File: src/rtl/ll_ht_res_sink_pkg.sv
// Shared types for the linked-list hash-table result path.
// Result beat layout and statistics counter width.
package linked_list;

  localparam int LL_RES_CNT_W = 32;
  localparam int LL_TXN_W     = 8;
  localparam int LL_VAL_W     = 32;

  typedef enum logic [1:0] {
    LL_HT_HIT      = 2'd0,
    LL_HT_MISS     = 2'd1,
    LL_HT_INSERTED = 2'd2,
    LL_HT_ERR      = 2'd3
  } ll_ht_status_e;

  typedef struct packed {
    logic [LL_TXN_W-1:0] txn_id;
    ll_ht_status_e       status;
    logic [LL_VAL_W-1:0] value;
  } ll_ht_result_t;

endpackage

File: src/rtl/ll_ht_res_if.sv
// Result stream from the hash-table engine.
// Master drives result/valid, slave drives ready.
interface ll_ht_res_if;
  import linked_list::*;

  ll_ht_result_t result;
  logic          valid;
  logic          ready;

  modport master (
    output result,
    output valid,
    input  ready
  );

  modport slave (
    input  result,
    input  valid,
    output ready
  );

endinterface

File: src/rtl/ll_res_fifo.sv
// Generic first-word-fall-through FIFO with synchronous flush.
// Full/empty decode from the occupancy count; pointers wrap naturally.
module ll_res_fifo #(
  parameter type T     = logic [7:0],
  parameter int  DEPTH = 4
) (
  input  logic                       clk,
  input  logic                       rst_n,
  input  logic                       flush,
  input  logic                       push,
  input  T                           wdata,
  input  logic                       pop,
  output T                           rdata,
  output logic                       full,
  output logic                       empty,
  output logic [$clog2(DEPTH+1)-1:0] level
);

  localparam int AW = $clog2(DEPTH);
  localparam int LW = $clog2(DEPTH+1);

  logic [AW-1:0] wr_ptr_q, wr_ptr_d;
  logic [AW-1:0] rd_ptr_q, rd_ptr_d;
  logic [LW-1:0] level_q, level_d;
  logic          do_push;
  logic          do_pop;

  T mem_q [DEPTH];

  assign full    = (level_q == LW'(DEPTH));
  assign empty   = (level_q == '0);
  assign do_push = push && !full && !flush;
  assign do_pop  = pop && !empty && !flush;
  assign level   = level_q;
  assign rdata   = mem_q[rd_ptr_q];

  always_comb begin
    wr_ptr_d = wr_ptr_q;
    rd_ptr_d = rd_ptr_q;
    level_d  = level_q;
    if (flush) begin
      wr_ptr_d = '0;
      rd_ptr_d = '0;
      level_d  = '0;
    end else begin
      if (do_push) wr_ptr_d = wr_ptr_q + AW'(1);
      if (do_pop)  rd_ptr_d = rd_ptr_q + AW'(1);
      level_d = level_q + LW'(do_push) - LW'(do_pop);
    end
  end

  always_ff @(posedge clk or negedge rst_n) begin
    if (!rst_n) begin
      wr_ptr_q <= '0;
      rd_ptr_q <= '0;
      level_q  <= '0;
    end else begin
      wr_ptr_q <= wr_ptr_d;
      rd_ptr_q <= rd_ptr_d;
      level_q  <= level_d;
    end
  end

  // Payload storage carries no reset; validity lives in level_q.
  always_ff @(posedge clk) begin
    if (do_push) mem_q[wr_ptr_q] <= wdata;
  end

endmodule

File: src/rtl/ll_ht_res_sink.sv
// Sink for hash-table results: buffers beats, re-presents them
// downstream, and keeps wrap-around in/out/drop statistics.
module ll_ht_res_sink
  import linked_list::*;
#(
  parameter int DEPTH = 4,
  parameter int CNT_W = LL_RES_CNT_W
) (
  input  logic                       clk,
  input  logic                       rst_n,
  ll_ht_res_if.slave                 ht_res,
  output ll_ht_result_t              out_result,
  output logic                       out_valid,
  input  logic                       out_ready,
  input  logic                       flush,
  output logic [$clog2(DEPTH+1)-1:0] level,
  output logic [CNT_W-1:0]           cnt_in,
  output logic [CNT_W-1:0]           cnt_out,
  output logic [CNT_W-1:0]           cnt_drop
);

  logic             full;
  logic             empty;
  logic             push;
  logic             pop;
  logic [CNT_W-1:0] cnt_in_q, cnt_in_d;
  logic [CNT_W-1:0] cnt_out_q, cnt_out_d;
  logic [CNT_W-1:0] cnt_drop_q, cnt_drop_d;

  assign ht_res.ready = !full && !flush;
  assign out_valid    = !empty && !flush;
  assign push         = ht_res.valid && ht_res.ready;
  assign pop          = out_valid && out_ready;

  ll_res_fifo #(
    .T     (ll_ht_result_t),
    .DEPTH (DEPTH)
  ) u_fifo (
    .clk   (clk),
    .rst_n (rst_n),
    .flush (flush),
    .push  (push),
    .wdata (ht_res.result),
    .pop   (pop),
    .rdata (out_result),
    .full  (full),
    .empty (empty),
    .level (level)
  );

  // Drops count whatever was still buffered when flush hit.
  always_comb begin
    cnt_in_d   = cnt_in_q + CNT_W'(push);
    cnt_out_d  = cnt_out_q + CNT_W'(pop);
    cnt_drop_d = cnt_drop_q;
    if (flush) cnt_drop_d = cnt_drop_q + CNT_W'(level);
  end

  always_ff @(posedge clk or negedge rst_n) begin
    if (!rst_n) begin
      cnt_in_q   <= '0;
      cnt_out_q  <= '0;
      cnt_drop_q <= '0;
    end else begin
      cnt_in_q   <= cnt_in_d;
      cnt_out_q  <= cnt_out_d;
      cnt_drop_q <= cnt_drop_d;
    end
  end

  assign cnt_in   = cnt_in_q;
  assign cnt_out  = cnt_out_q;
  assign cnt_drop = cnt_drop_q;

endmodule

File: src/flat_wrapper.sv
// flat-port wrapper written by rule: the top's interface ports become plain ports
module ll_ht_res_sink_flat import linked_list::*;
#(
  parameter int DEPTH = 4,
  parameter int CNT_W = LL_RES_CNT_W
)
  (clk, rst_n, out_result, out_valid, out_ready, flush, level, cnt_in, cnt_out, cnt_drop, ht_res_result, ht_res_valid, ht_res_ready);
  ll_ht_res_if ht_res_i ();
  input  logic clk;
  input  logic rst_n;
  output ll_ht_result_t out_result;
  output logic out_valid;
  input  logic out_ready;
  input  logic flush;
  output logic [$clog2(DEPTH+1)-1:0] level;
  output logic [CNT_W-1:0] cnt_in;
  output logic [CNT_W-1:0] cnt_out;
  output logic [CNT_W-1:0] cnt_drop;
  input wire logic [$bits(ht_res_i.result)-1:0] ht_res_result;
  input wire logic [$bits(ht_res_i.valid)-1:0] ht_res_valid;
  output wire logic [$bits(ht_res_i.ready)-1:0] ht_res_ready;
  assign ht_res_i.result = ht_res_result;
  assign ht_res_i.valid = ht_res_valid;
  assign ht_res_ready = ht_res_i.ready;
  ll_ht_res_sink #(.DEPTH(DEPTH), .CNT_W(CNT_W)) u_core (.clk(clk), .rst_n(rst_n), .ht_res(ht_res_i), .out_result(out_result), .out_valid(out_valid), .out_ready(out_ready), .flush(flush), .level(level), .cnt_in(cnt_in), .cnt_out(cnt_out), .cnt_drop(cnt_drop));
endmodule
File: config.mk
export PLATFORM = sky130hd
export DESIGN_NAME = ll_ht_res_sink_flat
export DESIGN_NICKNAME = d
export VERILOG_FILES = /design/src/rtl/ll_ht_res_sink_pkg.sv /design/src/rtl/ll_ht_res_if.sv /design/src/rtl/ll_res_fifo.sv /design/src/rtl/ll_ht_res_sink.sv /design/src/flat_wrapper.sv
export SDC_FILE = /design/constraint.sdc
export NUM_CORES = 1
export LEC_CHECK = 0
export ABC_AREA = 1
export CAP_MARGIN = 20
export CELL_PAD_IN_SITES_DETAIL_PLACEMENT = 0
export CELL_PAD_IN_SITES_GLOBAL_PLACEMENT = 1
export CORE_MARGIN = 5
export CORE_UTILIZATION = 45
export CTS_CLUSTER_SIZE = 16
export DETAILED_ROUTE_END_ITERATION = 12
export PLACE_DENSITY = 0.94
export SLEW_MARGIN = 20
export SYNTH_ARGS = -nofsm -noshare
export SYNTH_HDL_FRONTEND = slang
export SYNTH_HIERARCHICAL = 1
export SYNTH_SLANG_ARGS = --single-unit
File: constraint.sdc
create_clock -name clk -period 9.5 [get_ports clk]
set_clock_uncertainty 0.1 [all_clocks]
set_input_delay 1.425 -clock clk [delete_from_list [all_inputs] [get_ports clk]]
set_output_delay 1.425 -clock clk [all_outputs]
set_load 0.005 [all_outputs]
==> results of run 1 <==
[state kept, by name (all words and copies together), names as in the netlist]
name / flops
u_core/u_fifo/rd_ptr_q: 2
u_core/u_fifo/wr_ptr_q: 2
u_core/u_fifo/level: 3
u_core/u_fifo/mem_q: 168
u_core/cnt_in: 32
u_core/cnt_drop: 32
u_core/cnt_out: 32
[where the power goes]
group | total (mW) | switching (mW) | leakage, nW | internal (mW)
Combinational | 0.178 | 0.0849 | 2.52 | 0.0928
Clock | 1.02 | 0.434 | 0.429 | 0.587
Sequential | 1.32 | 0.0334 | 2.92 | 1.29
Total | 2.52 | 0.553 | 5.87 | 1.97
[area by class of cell]
cell class | instances | area [um^2]
Multi-Input combinational cell | 769 | 3920
Timing Repair Buffer | 198 | 1960
Fill cell | 2206 | 11000
Tap cell | 335 | 419
Antenna cell | 1 | 2.50
Sequential cell | 271 | 7620
Clock buffer | 38 | 758
Clock inverter | 12 | 108
Inverter | 83 | 312
[cell families (layout without fill, tap and decap cells)]
logic type | count (synthesis) | in the layout
flip-flops | 271 | 271
adder cells (fa/ha/maj) | 16 | 16
XOR/XNOR | 50 | 50
AND/OR/NAND/NOR | 574 | 574
AO/OA/AOI/OAI | 129 | 129
other | 0 | 1
buffers and inverters | 111 | 331
[synthesized netlist by cell type (2+ instances only)]
| cell type | n |
|---|---|
| nor3_2 | 2 |
| nor3b_1 | 2 |
| dfrtp_1 | 103 |
| buf_6 | 5 |
| clkinv_1 | 3 |
| ha_1 | 14 |
| nand4_1 | 27 |
| nand3_1 | 43 |
| nand3_2 | 3 |
| nor2_4 | 10 |
| inv_1 | 71 |
| clkbuf_2 | 3 |
| xor2_1 | 30 |
| nand2_1 | 256 |
| buf_2 | 6 |
| buf_4 | 6 |
| nand3b_1 | 18 |
| clkbuf_1 | 8 |
| fa_1 | 2 |
| nor2_1 | 187 |
| o21ai_0 | 86 |
| nor3_1 | 7 |
| o22ai_1 | 42 |
| nand2_2 | 3 |
| xnor2_1 | 19 |
| nor2_2 | 14 |
| edfxtp_1 | 168 |
| inv_2 | 9 |
[metrics by stage]
stage	worst slack [ns]	hold slack, ns
2_1_floorplan	4.83	0.376
3_3_place_gp	4.57	0.369
3_5_place_dp	4.51	0.383
4_1_cts	4.79	0.399
5_1_grt	4.71	0.423
6_report	4.84	0.394
[path summary, 6_finish.rpt]
| check | to | cells after the start |
|---|---|---|
| worst max-delay path | out_valid | 3 |
| worst min-delay path | u_core/cnt_drop[31]$_DFFE_PN0P_ | 2 |
| worst max register to register | u_core/u_fifo/level[2]$_DFF_PN0_ | 13 |
| worst min register to register | u_core/cnt_drop[31]$_DFFE_PN0P_ | 2 |
| max in group asynchronous | u_core/u_fifo/rd_ptr_q[0]$_DFFE_PN0P_ | 2 |
| min in group asynchronous | u_core/cnt_in[15]$_DFF_PN0_ | 1 |
[layout by cell type (no fill, tap or decap), types with 7 or more instances in the layout]
cell             instances
dfrtp_1                102
inv_1                   71
clkbuf_16               28
nand2_1                256
nor2_4                  14
inv_2                    9
o22ai_1                 42
nand3b_1                18
ha_1                    14
nand4_1                 27
clkinv_2                 8
nand3_1                 43
nor2_2                  14
clkdlybuf4s50_1        188
xor2_1                  30
nor2_1                 183
buf_4                   10
xnor2_1                 19
nor3_1                   7
o21ai_0                 86
edfxtp_1               168
clkbuf_1                 8
[layer usage]
layer / GRT usage [%] / share of wire [%] / up-vias
met3: 3.69 / 6.3 / 37
met2: 30.8 / 48 / 279
met1: 26.0 / 44 / 4222
li1: - / - / 4265
met4: 4.22 / 1.9 / 0
met5: 0 / 0 / -
[worst max-delay path: cells and delay by family]
| kind | cells | cell delay [ns] |
|---|---|---|
| and+or+nand+nor | 1 | 0.33 |
| buffers and inverters | 2 | 1.38 |
==> flow_metrics.tcl, run 1 <==
set metrics [dict create \
    synthSimpleGateAreaFrac_pct 21.1 \
    startpoint "flush" \
    drt_pass1_iterations 5 \
    grt_start_max_net_pins 87 \
    synth-seq-cells 271 \
    grt_overflow 0 \
    path_cells "clkdlybuf4s50_1, nor2_1, clkdlybuf4s50_1" \
    htreeDepth 1 \
    die_area_um2 30000 \
    routed_wl_mm 28.5 \
    final_util_pct 57.8 \
    placed_cell_area_um2 14200 \
    synth_top_family_by_area "simple AND/OR/NAND/NOR gates" \
    synth_nets 1214 \
    num_rows 59 \
    critical_path_class "in2out" \
    numPortBuffers 189 \
    outcome "complete, no violations" \
    maxSlewViolCount 0 \
    via_count 8803 \
    numCtsBuffers 28 \
    rsz0062_at_grt "false" \
    clockBufferDepth 3 \
    fmaxAchievable_mhz 214 \
    grt_pass1_wl_mm 46.5 \
    min-delay-start "u_core/cnt_drop[31]$_DFFE_PN0P_" \
    syn-cell-area_um2 12000 \
    coreArea_um2 26100 \
    synth_area_per_cell_um2 10.4 \
    hpwl_mm 19.1 \
    period_needed_ns 4.66 \
    cp-end-kind "output pin" \
    drc 0 \
    synth_fa_ha_area_share_pct 1.79 \
    path_clk_slew_ns 0.06 \
    start_util_pct 45.9 \
    p_leak_nw 5.87 \
    critPathSlowestCell "clkdlybuf4s50_1" \
    layout.nets 1414 \
    seq_area_frac_synth_pct 63.5 \
    r2r_start "u_core/u_fifo/level[1]$_DFF_PN0_" \
    die_y_um 173 \
    cts_tree "yes" \
    p_per_area_nw_per_um2 167 \
    tns_ns 0 \
    synth_compound_area_share_pct 5.82 \
    syn_inst 1151 \
    async_reset_ff_share_pct 38.0 \
    first_global_vias 8790 \
    drt_iter0_markers 692 \
    synth_xor_area_share_pct 3.71 \
    die_w_um 173 \
    fin_cells 1707 \
    maxSlewHeadroom_pct 44.5 \
    cts_hold_buf 0 \
    yosys-top-cells-area "edfxtp_1 (42%), dfrtp_1 (21%), nand2_1 (8.0%), nor2_1 (5.8%), o21ai_0 (3.6%)" \
    worst_slew_pin_slew_ns 0.832 \
    hold_viol_final 0 \
    hold_class "reg2reg" \
    post-cts-setup-buffers 0 \
    synth_top_area_share_pct 42.0 \
    antenna_found_initial 1 \
    drive_gt1_share_pct 7.22 \
    finalSetupViolCount 0 \
    required_ns 7.98 \
    max_stage_delay_ns 0.84 \
    finalCritPeriodShare_pct 49.1 \
    synth_cell_types 32 \
    clkLatencyLatePin_ns 0.54 \
    dp.cells 1656 \
    postRouteAntennaNets 0 \
    cts_sinks 271 \
    ys_warn_count 6 \
    arrival_ns 3.14 \
    grt.total_usage_pct 18.7 \
    vias_per_cell 5.16 \
    synth_ff_type "edfxtp_1" \
    cap_violations 0 \
    cts-resized-gates 0 \
    clock-root-buffer "clkbuf_16" \
    cp-start-kind "primary input" \
    ir_drop_v 0.000121 \
    synth_edf_count 168 \
    p_total_mw 2.52 \
    design.portCount 190 \
    r2r_slack_ns 6.12 \
    muxShareOfSynthArea_pct 0 \
    design_area_um2 15100 \
    wl_per_cell_um 16.7 \
    place_congestion 0.908 \
    synth_area_leader_cell "edfxtp_1" \
    cp_max_fo 19 \
    crit_top_cell "clkdlybuf4s50_1" \
    syn_to_final_growth_pct 25.8 \
]
No activity file was read; power rests on OpenSTA's default activity.
==> inputs of run 2 (changes only) <==
CORE_UTILIZATION = 42   (was 45)
PLACE_DENSITY = 0.89   (was 0.94)
clock period = 4.3 ns   (was 9.5 ns; I/O delays follow)
==> flow_metrics.tcl, run 2 (synthesis gave the netlist of run 1 again) <==
set metrics [dict create \
    via_count 8821 \
    cts_tree "yes" \
    period_needed_ns 3.52 \
    fin_cells 1755 \
    fmaxAchievable_mhz 284 \
    clkLatencyLatePin_ns 0.53 \
    antenna_found_initial 1 \
    maxSlewHeadroom_pct 45.1 \
    rsz0062_at_grt "false" \
    arrival_ns 2.77 \
    grt_start_max_net_pins 87 \
    drt_iter0_markers 532 \
    final_util_pct 54.6 \
    maxSlewViolCount 0 \
    start_util_pct 42.8 \
    final_cell_mix "nand2_1 (256), clkdlybuf4s50_1 (188), nor2_1 (183)" \
    cts-resized-gates 0 \
    p_total_mw 5.77 \
    vias_per_cell 5.03 \
    clockBufferDepth 3 \
    htreeDepth 1 \
    die_area_um2 32100 \
    num_rows 61 \
    finalSetupViolCount 0 \
    largest_reg_flops 168 \
    p_leak_nw 5.91 \
    coreArea_um2 28000 \
    setup_ws_ns 0.784 \
    numCtsBuffers 29 \
    routed_wl_mm 29.2 \
    die_y_um 179 \
    syn_to_final_growth_pct 27.4 \
    finalCritPeriodShare_pct 81.8 \
    grt_overflow 0 \
    final_common_cell "nand2_1" \
    cts_hold_buf 0 \
    design.portCount 190 \
    critical_path_class "reg2out" \
    place_congestion 0.878 \
    ir_drop_v 0.000232 \
    grt_pass1_wl_mm 46.1 \
    tns_ns 0 \
    p_per_area_nw_per_um2 377 \
    die_w_um 179 \
    first_global_vias 8770 \
    placed_cell_area_um2 14300 \
    drc 0 \
    path_clk_slew_ns 0.07 \
    whs_ns 0.0817 \
    design_area_um2 15300 \
    post-cts-setup-buffers 0 \
    grt.total_usage_pct 18.0 \
    worst_slew_pin_slew_ns 0.822 \
    place_ws_ns 0.788 \
    cp_max_fo 50 \
    required_ns 3.56 \
    outcome "complete, no violations" \
    postRouteAntennaNets 0 \
    top_register "u_core/u_fifo/mem_q" \
    clock-root-buffer "clkbuf_16" \
    hold_class "in2async" \
    cts_sinks 271 \
    drive_gt1_share_pct 7.49 \
    wl_per_cell_um 16.7 \
    layout.nets 1418 \
    dp.cells 1702 \
    numPortBuffers 189 \
    cp-start-kind "flop" \
    cap_violations 0 \
    hpwl_mm 19.8 \
    cp-end-kind "output pin" \
    drt_pass1_iterations 5 \
    hold_viol_final 0 \
]
==> run 2: changes by cell type in the layout (fill, tap and decap cells not counted), sizes merged <==
cell / before / now
clkinvlp: 0 / 3
bufinv: 1 / 4
clkbuf: 38 / 30
buf: 10 / 13
clkinv: 14 / 18
==> run 2: per-layer routing <==
layer | global-route usage [%] | routed length [um] | vias up
met5 | 0 | 0 | -
met4 | 4.61 | 551 | 0
met3 | 3.77 | 2150 | 43
met2 | 29.5 | 14000 | 282
met1 | 24.4 | 12600 | 4210
li1 | - | - | 4286
==> run 2: area by class of cell <==
type,instances,area [um^2]
inverter,83,312
antenna,1,2.50
sequential,271,7620
clock buffer,30,729
tap,378,473
timing repair buffer,201,2020
clock inverter,22,205
multi-input combinational,769,3920
fill,2437,12700
==> run 2: final timing paths <==
path / cells after the start / to / slack [ns] / start
min in group clk: 2 / u_core/cnt_in[31]$_DFF_PN0_ / 0.40 / u_core/cnt_in[31]$_DFF_PN0_
worst min register to register: 2 / u_core/cnt_in[31]$_DFF_PN0_ / 0.40 / u_core/cnt_in[31]$_DFF_PN0_
worst min-delay path: 1 / u_core/cnt_in[15]$_DFF_PN0_ / 0.08 / rst_n
worst max register to register: 14 / u_core/u_fifo/level[2]$_DFF_PN0_ / 1.25 / u_core/u_fifo/level[1]$_DFF_PN0_
worst max-delay path: 5 / out_result[22] / 0.78 / u_core/u_fifo/rd_ptr_q[0]$_DFFE_PN0P_
max in group asynchronous: 2 / u_core/cnt_drop[10]$_DFFE_PN0P_ / 3.23 / rst_n
==> run 2: power by group <==
group          switching [mW]  internal [mW]  leakage [nW]
Sequential             0.0786           2.85          2.92
Combinational           0.187          0.207          2.55
Clock                   0.984           1.46         0.451
Total                    1.25           4.52          5.91
==> run 2: critical path: stages, from the launching register on <==
cell,delay (ns)
dfrtp_2,0.40
inv_2,0.59
buf_4,0.36
o21ai_0,0.12
o22ai_1,0.19
clkdlybuf4s50_1,0.54
==> inputs of run 3 (changes only) <==
clock period = 3.28 ns   (was 4.3 ns; I/O delays follow)
==> flow_metrics.tcl, run 3 (synthesis gave the netlist of run 1 again) <==
set metrics [dict create \
    hold_viol_final 0 \
    grt_start_max_net_pins 61 \
    routed_wl_mm 29.9 \
    critical_path_class "reg2out" \
    via_count 8943 \
    cp-end-kind "output pin" \
    cp_max_fo 60 \
    die_w_um 179 \
    num_rows 61 \
    start_util_pct 42.8 \
    vias_per_cell 5.08 \
    period_needed_ns 3.13 \
    rsz0062_at_grt "false" \
    hpwl_mm 20.1 \
    final_cell_mix "nand2_1 (256), clkdlybuf4s50_1 (188), nor2_1 (183)" \
    maxSlewHeadroom_pct 51.4 \
    cap_violations 0 \
    whs_ns 0.404 \
    grt_pass1_wl_mm 47.2 \
    clkLatencyLatePin_ns 0.54 \
    drive_gt1_share_pct 7.97 \
    p_leak_nw 5.92 \
    grt.total_usage_pct 18.4 \
    numPortBuffers 189 \
    layout.nets 1423 \
    antenna_found_initial 2 \
    drc 0 \
    placed_cell_area_um2 14400 \
    design_area_um2 15300 \
    cp-start-kind "flop" \
    tns_ns 0 \
    worst_slew_pin_slew_ns 0.728 \
    finalCritPeriodShare_pct 95.5 \
    die_area_um2 32100 \
    cts_tree "yes" \
    wl_per_cell_um 17.0 \
    coreArea_um2 28000 \
    hold_class "reg2reg" \
    path_clk_slew_ns 0.06 \
    finalSetupViolCount 0 \
    largest_reg_flops 168 \
    die_y_um 179 \
    place_congestion 0.886 \
    p_per_area_nw_per_um2 480 \
    top_register "u_core/u_fifo/mem_q" \
    ir_drop_v 0.000342 \
    clock-root-buffer "clkbuf_16" \
    outcome "complete, no violations" \
    required_ns 2.69 \
    arrival_ns 2.54 \
    clockBufferDepth 3 \
    syn_to_final_growth_pct 27.7 \
    first_global_vias 8889 \
    postRouteAntennaNets 0 \
    final_common_cell "nand2_1" \
    design.portCount 190 \
    drt_pass1_iterations 5 \
    fmaxAchievable_mhz 319 \
    htreeDepth 1 \
    drt_iter0_markers 593 \
    numCtsBuffers 28 \
    final_util_pct 54.7 \
    cts_sinks 271 \
    maxSlewViolCount 0 \
    grt_overflow 0 \
]
run 3: repair_timing:
| item | in CTS | in global routing |
|---|---|---|
| hold buffers | 1 | 0 |
| setup buffers | 0 | 0 |
| gates resized for setup | 0 | 2 |
| hold endpoints to repair | 53 | 0 |
| endpoints found under the setup margin | 0 | 16 |
run 3: power breakdown:
part           total [mW]  internal (mW)  switching, mW
Sequential           3.85           3.74          0.112
Clock                3.00           1.72           1.28
Combinational       0.509          0.276          0.234
run 3: path summary, 6_finish.rpt:
path | from | endpoint | slack (ns) | depth (start not counted)
worst max register to register | u_core/u_fifo/level[1]$_DFF_PN0_ | u_core/cnt_in[18]$_DFF_PN0_ | 0.61 | 14
min in group asynchronous | rst_n | u_core/cnt_out[13]$_DFF_PN0_ | 0.45 | 2
worst min-delay path | u_core/cnt_out[0]$_DFF_PN0_ | u_core/cnt_out[0]$_DFF_PN0_ | 0.40 | 1
worst min register to register | u_core/cnt_out[0]$_DFF_PN0_ | u_core/cnt_out[0]$_DFF_PN0_ | 0.40 | 1
max in group asynchronous | rst_n | u_core/cnt_out[15]$_DFF_PN0_ | 1.82 | 3
worst max-delay path | u_core/u_fifo/rd_ptr_q[0]$_DFFE_PN0P_ | out_result[2] | 0.15 | 5
run 3: area by class of cell:
type,count,area (um^2)
Antenna cell,1,2.50
Clock buffer,35,758
Tap cell,378,473
Timing Repair Buffer,207,2100
Fill cell,2435,12700
Sequential cell,271,7630
Multi-Input combinational cell,769,3920
Clock inverter,16,125
Inverter,83,312
run 3: metrics by stage:
| stage | worst slack (ns) | cells | power, mW |
|---|---|---|---|
| 2_1_floorplan | -0.485 | 1151 | 4.05 |
| 3_3_place_gp | 0.350 | 1707 | 4.42 |
| 3_5_place_dp | 0.295 | 1707 | 4.43 |
| 4_1_cts | 0.0118 | 1759 | 7.45 |
| 5_1_grt | 0.00850 | 1760 | 7.65 |
| 6_report | 0.147 | 1760 | 7.35 |
run 3: critical path, cell delays in order (launching register included):
cell and delay [ns]:
dfrtp_4 0.62, inv_2 0.13, buf_12 0.26, o21ai_0 0.13, o22ai_1 0.25, clkdlybuf4s50_1 0.56
run 3: metal layers:
metal / up-vias / track usage (%) / wire length (um)
met3: 54 / 3.86 / 2180
met4: 2 / 4.38 / 645
met1: 4300 / 24.9 / 12900
li1: 4295 / - / -
met2: 292 / 30.6 / 14100
met5: - / 0 / 7
